$ cat src/rtl/regfile_pkg.sv
// Shared types and widths for the register-bank write path.
package regfile_pkg;
  localparam int ADDR_W = 5;
  localparam int DATA_W = 32;
  localparam logic [ADDR_W-1:0] REG_ZERO = '0;

  typedef struct packed {
    logic [ADDR_W-1:0] reg_idx;
    logic [DATA_W-1:0] data;
  } wb_entry_t;
endpackage

$ cat src/rtl/wb_bypass_lookup.sv
// Combinational lookup of the youngest queued entry matching a read index.
module wb_bypass_lookup
  import regfile_pkg::*;
#(
  parameter int DEPTH = 4,
  localparam int PW = $clog2(DEPTH),
  localparam int CW = $clog2(DEPTH + 1)
) (
  input  wb_entry_t [DEPTH-1:0] entries,
  input  logic [PW-1:0]         head,
  input  logic [CW-1:0]         count,
  input  logic [ADDR_W-1:0]     index,
  output logic                  hit,
  output logic [DATA_W-1:0]     data
);

  // Walk oldest to youngest so a later match overrides an earlier one.
  always_comb begin
    logic [PW-1:0] slot;
    hit  = 1'b0;
    data = '0;
    slot = head;
    for (int k = 0; k < DEPTH; k++) begin
      slot = head + PW'(k);
      if ((CW'(k) < count) && (index != REG_ZERO) && (entries[slot].reg_idx == index)) begin
        hit  = 1'b1;
        data = entries[slot].data;
      end
    end
  end

endmodule

$ cat src/rtl/regfile_write_buffer.sv
// In-order writeback queue merging load and ALU results onto one register-bank write port.
module regfile_write_buffer
  import regfile_pkg::*;
#(
  parameter int DEPTH = 4,
  localparam int PW = $clog2(DEPTH),
  localparam int CW = $clog2(DEPTH + 1)
) (
  input  logic              clk,
  input  logic              reset,
  input  logic              MemValid,
  input  logic [ADDR_W-1:0] MemReg,
  input  logic [DATA_W-1:0] MemData,
  output logic              MemReady,
  input  logic              AluValid,
  input  logic [ADDR_W-1:0] AluReg,
  input  logic [DATA_W-1:0] AluData,
  output logic              AluReady,
  input  logic              Hold,
  output logic              RegWrite,
  output logic [ADDR_W-1:0] WriteRegister,
  output logic [DATA_W-1:0] WriteData,
  input  logic [ADDR_W-1:0] ReadRegister1,
  input  logic [ADDR_W-1:0] ReadRegister2,
  output logic              Hit1,
  output logic              Hit2,
  output logic [DATA_W-1:0] Bypass1,
  output logic [DATA_W-1:0] Bypass2,
  output logic [CW-1:0]     Count,
  output logic              Full,
  output logic              Empty
);

  wb_entry_t [DEPTH-1:0] entries_q, entries_d;
  logic [PW-1:0] wr_ptr_q, wr_ptr_d, rd_ptr_q, rd_ptr_d;
  logic [CW-1:0] count_q, count_d, free;
  logic mem_push, alu_push, pop;

  // Credit comes only from the start-of-cycle occupancy; a same-cycle pop frees nothing.
  assign free     = CW'(DEPTH) - count_q;
  assign MemReady = (free >= CW'(1));
  assign AluReady = (free >= CW'(2)) | ((free == CW'(1)) & !MemValid);

  // r0 requests complete the handshake but never occupy a slot.
  assign mem_push = MemValid & MemReady & (MemReg != REG_ZERO);
  assign alu_push = AluValid & AluReady & (AluReg != REG_ZERO);

  assign Empty         = (count_q == '0);
  assign Full          = (count_q == CW'(DEPTH));
  assign Count         = count_q;
  assign pop           = !Empty & !Hold;
  assign RegWrite      = pop;
  assign WriteRegister = Empty ? REG_ZERO : entries_q[rd_ptr_q].reg_idx;
  assign WriteData     = Empty ? '0 : entries_q[rd_ptr_q].data;

  // Load is the older instruction, so it takes the first free slot.
  always_comb begin
    entries_d = entries_q;
    if (mem_push) entries_d[wr_ptr_q] = '{reg_idx: MemReg, data: MemData};
    if (alu_push) entries_d[wr_ptr_q + PW'(mem_push)] = '{reg_idx: AluReg, data: AluData};
    wr_ptr_d = wr_ptr_q + PW'(mem_push) + PW'(alu_push);
    rd_ptr_d = rd_ptr_q + PW'(pop);
    count_d  = count_q + CW'(mem_push) + CW'(alu_push) - CW'(pop);
  end

  always_ff @(posedge clk or posedge reset) begin
    if (reset) begin
      entries_q <= '0;
      wr_ptr_q  <= '0;
      rd_ptr_q  <= '0;
      count_q   <= '0;
    end else begin
      entries_q <= entries_d;
      wr_ptr_q  <= wr_ptr_d;
      rd_ptr_q  <= rd_ptr_d;
      count_q   <= count_d;
    end
  end

  always_ff @(posedge clk) begin
    if (!reset)
      assert (int'(count_q) + int'(mem_push) + int'(alu_push) - int'(pop) <= DEPTH);
  end

  logic [1:0][ADDR_W-1:0] rd_idx;
  logic [1:0]             rd_hit;
  logic [1:0][DATA_W-1:0] rd_data;

  assign rd_idx = {ReadRegister2, ReadRegister1};

  for (genvar p = 0; p < 2; p++) begin : g_byp
    wb_bypass_lookup #(.DEPTH(DEPTH)) u_lookup (
      .entries (entries_q),
      .head    (rd_ptr_q),
      .count   (count_q),
      .index   (rd_idx[p]),
      .hit     (rd_hit[p]),
      .data    (rd_data[p])
    );
  end

  assign Hit1    = rd_hit[0];
  assign Hit2    = rd_hit[1];
  assign Bypass1 = rd_data[0];
  assign Bypass2 = rd_data[1];

endmodule
$ cat config.mk
export PLATFORM = sky130hd
export DESIGN_NAME = regfile_write_buffer
export DESIGN_NICKNAME = d
export VERILOG_FILES = /design/src/rtl/regfile_pkg.sv /design/src/rtl/wb_bypass_lookup.sv /design/src/rtl/regfile_write_buffer.sv
export SDC_FILE = /design/constraint.sdc
export NUM_CORES = 1
export LEC_CHECK = 0
export CAP_MARGIN = 20
export CORE_MARGIN = 2
export CORE_UTILIZATION = 50
export DETAILED_ROUTE_END_ITERATION = 7
export GPL_TIMING_DRIVEN = 0
export PLACE_DENSITY_LB_ADDON = 0.08
export SLEW_MARGIN = 20
export SYNTH_ARGS = -nofsm -noshare
export SYNTH_HDL_FRONTEND = slang
export SYNTH_SLANG_ARGS = --single-unit
$ cat constraint.sdc
create_clock -name clk -period 10.1 [get_ports clk]
set_input_delay 2.02 -clock clk [delete_from_list [all_inputs] [get_ports clk]]
set_output_delay 2.02 -clock clk [all_outputs]
set_load 0.01 [all_outputs]
==> flow_metrics.env <==
export IMPL_worstMarginPinSlew_ns=1.074
export IMPL_grt_max_degree=95
export IMPL_drc=0
export IMPL_worst_setup_path_type="primary input to output port"
export IMPL_required_ns=8.08
export IMPL_clk_latency_ns=0.45
export IMPL_placedCellCount=2130
export IMPL_dieArea_mm2=0.02867
export IMPL_crit_slowest_cell="nor4_1"
export IMPL_slew_headroom_pct=27.71
export IMPL_rr_worst_depth=14
export IMPL_hpwl_um=36490
export IMPL_drtIter0Drc=1734
export IMPL_synth_main_ff_cell="dfrtp_1"
export IMPL_fin_area_mm2=0.01665
export IMPL_p_switching_w=0.003224
export IMPL_gr_total_overflow=0
export IMPL_synth_common_cells="mux2i_1, nand2_1, o21ai_0, dfrtp_1, nor2_1"
export IMPL_synth_seq_area_share_pct=28.38
export IMPL_cp_end_kind="output port"
export IMPL_cap_violations=0
export IMPL_first_pass_iters=6
export IMPL_ctsHoldBuffers=0
export IMPL_vdd_ir_drop_worst_mv=0.2027
export IMPL_critPathTopFamily="buffers and inverters"
export IMPL_syn_area_per_cell_um2=8.558
export IMPL_fin_crit_sh_pct=77.48
export IMPL_ys_types=50
export IMPL_final_setup_tns_ns=0
export IMPL_synthTopCellsByArea="dfrtp_1, mux2i_1, nand2_1"
export IMPL_antenna_found_initial=2
export IMPL_finalWorstSetupSlack_ns=2.274
export IMPL_status="completed"
export IMPL_p_leak_nw=7.019
export IMPL_power_share_combinational_pct=70.7
export IMPL_fin_total_pwr_w=0.006554
export IMPL_cts_buffers_inserted=17
export IMPL_viasPerCell=6.345
export IMPL_cp_data_arrival_time_ns=5.81
export IMPL_seq_power_share_pct=18.8
export IMPL_ff2ff_setup_slack_ns=5.52
export IMPL_fmax_mhz=127.8
export IMPL_yosysTopAreaCellShare_pct=28.38
export IMPL_hold_class="flop to flop"
export IMPL_ioPinCount=200
export IMPL_finalHoldViolations=0
export IMPL_area_growth_synth_to_final_pct=21.84
export IMPL_ff_latch_area_mm2=0.003879
export IMPL_drtAntennaViolNets=0
export IMPL_r2r_end="entries_q[28]"
export IMPL_pre_cts_slack_ns=2.291
export IMPL_grt_pass1_wl_um=78230
export IMPL_cts_setup_buffers=0
export IMPL_ys_seq_elements=155
export IMPL_yosysWarnings=0
export IMPL_syn_nets=1699
export IMPL_cp_cell_sequence="clkdlybuf4s50_1 -> clkinv_1 -> xnor2_1 -> nor3_1 -> nor2_1 -> nor4_1 -> clkbuf_1 -> nand2_1 -> a31oi_1 -> clkdlybuf4s50_1"
export IMPL_slew_violations=0
export IMPL_ctsRootBufferMaster="clkbuf_16"
export IMPL_finClkSkew_ns=0.01764
export IMPL_grt_pass1_vias=13310
export IMPL_fin_cells=2165
export IMPL_drive_gt1_share_pct=10.98
export IMPL_yosysMostFrequentCell="mux2i_1"
export IMPL_drt_wl_total_um=51600
export IMPL_cp_num_buf_inv=4
export IMPL_syn_instance_count=1597
export IMPL_ctsResizeCount=0
export IMPL_cts_tree="built"
export IMPL_core_region_area_mm2=0.02688
export IMPL_holdPathEnd="rd_ptr_q[0]"
export IMPL_cp_start_kind="primary input"
export IMPL_min_period_ns=7.826
export IMPL_r2r_start="Count[0]"
export IMPL_syn_area_mm2=0.01367
export IMPL_p_int_w=0.003330
export IMPL_cp_common_cell="clkdlybuf4s50_1"
export IMPL_setup_viol=0
export IMPL_switching_share_pct=49.19
export IMPL_htreeDepth=4
export IMPL_portBuffers=191
export IMPL_async_flop_share_pct=100.0
export IMPL_synth_edf_count=0
export IMPL_start_util_pct=50.85
export IMPL_wl_per_cell_um=23.83
export IMPL_core_rowCount=60
export IMPL_rsz0062_at_grt="false"
export IMPL_placed_area_mm2=0.01604
export IMPL_crit_path_max_fanout=10
export IMPL_num_nets_final=1911
export IMPL_multiInputGateArea_mm2=0.009089
export IMPL_grt_util_all_layers_pct=35.66
export IMPL_worstHoldPathCells=1
export IMPL_clkPwrFrac_pct=10.4
export IMPL_fp_dieW_um=169.3
export IMPL_nFillCells=2364
export IMPL_max_stage_delay_ns=0.88
export IMPL_powerDensity_mw_per_mm2=393.6
export IMPL_clock_path_buffers=2
export IMPL_dr_total_vias=13740
export IMPL_min_from="rd_ptr_q[0]"
export IMPL_gp_congestion=0.9574
export IMPL_clk_pin_slew_ns=0.07
export IMPL_die_y_um=169.3
export IMPL_cts_sinks=155
export IMPL_yosys_area_top_type="dfrtp_1"
-- state kept, by name, indices dropped and copies added, names as in the netlist --
register,cells
rd_ptr_q,2
wr_ptr_q,2
Count,3
entries_q,148
-- worst max path at each step --
stage	startpoint	end	slack (ns)	cells past startpoint
5_1_grt	ReadRegister1[1]	Bypass1[0]	2.13	10
3_5_place_dp	ReadRegister1[2]	Bypass1[11]	2.29	10
4_1_cts	ReadRegister1[2]	Bypass1[11]	2.27	10
3_3_place_gp	reset	entries_q[24]	1.41	2
6_report	ReadRegister1[1]	Bypass1[0]	2.27	10
2_1_floorplan	reset	Count[0]	3.90	1
-- metrics by stage --
| stage | util [%] | hold WS (ns) |
|---|---|---|
| 2_1_floorplan | - | 0.4883 |
| 3_3_place_gp | 59.55 | 0.5007 |
| 3_5_place_dp | 59.68 | 0.5082 |
| 4_1_cts | 61.91 | 0.5234 |
| 5_1_grt | 61.96 | 0.5371 |
| 6_report | 61.96 | 0.5202 |
-- final cells by class --
class	count	share of cell area, %
timing repair buffer	193	11.69
tap	341	2.562
inverter	11	0.2930
clock inverter	13	0.9392
buffer	145	3.952
clock buffer	19	2.660
antenna	2	0.03005
sequential	155	23.29
multi-input combinational	1286	54.58
-- layer usage --
layer | vias up | global-route usage [%] | routed length, um
li1 | 6100 | - | -
met1 | 6686 | 48.10 | 21520
met2 | 800 | 54.48 | 23180
met3 | 151 | 7.929 | 4850
met4 | 0 | 16.87 | 2054
met5 | - | 0 | 0
-- placed cells by master, fill, tap and decap left out, drive strengths merged, types with 4 or more instances in the layout --
cell / synthesis / final
dfrtp: 155 / 155
xnor2: 21 / 21
clkbuf: 85 / 104
nor2: 136 / 136
nand3: 31 / 31
o311a: 33 / 33
o21ai: 184 / 184
mux2: 78 / 78
mux4: 7 / 7
ha: 11 / 11
a31oi: 30 / 30
o31ai: 32 / 32
nand2b: 36 / 36
clkdlybuf4s50: 0 / 191
xor2: 24 / 24
mux2i: 323 / 323
buf: 60 / 62
or4: 6 / 6
nor3: 14 / 14
nor2b: 4 / 4
a21oi: 34 / 34
nand2: 249 / 249
nand4: 4 / 4
clkinv: 2 / 6
inv: 9 / 15
-- power by group through the flow --
stage	sequential, W	clock, W	combinational (W)
after CTS	0.00122	0.000689	0.00453
after global routing	0.00127	0.000714	0.00494
final	0.00123	0.000685	0.00464
after floorplan	0.00113	0	0.00296
after detailed placement	0.00122	0	0.00450
after global placement	0.00121	0	0.00444
-- cells by family (layout without fill, tap and decap cells) --
logic type | count (synthesis) | after routing | synth area share (%)
simple gates | 494 | 494 | 15.33
xor+xnor | 45 | 45 | 2.884
buf+inv | 156 | 381 | 5.118
other cells | 0 | 2 | 0
fa+ha+maj | 13 | 13 | 1.300
mux | 408 | 408 | 31.64
compound gates | 326 | 326 | 15.34
flops | 155 | 155 | 28.38
Power figures use the tool's default switching activity.
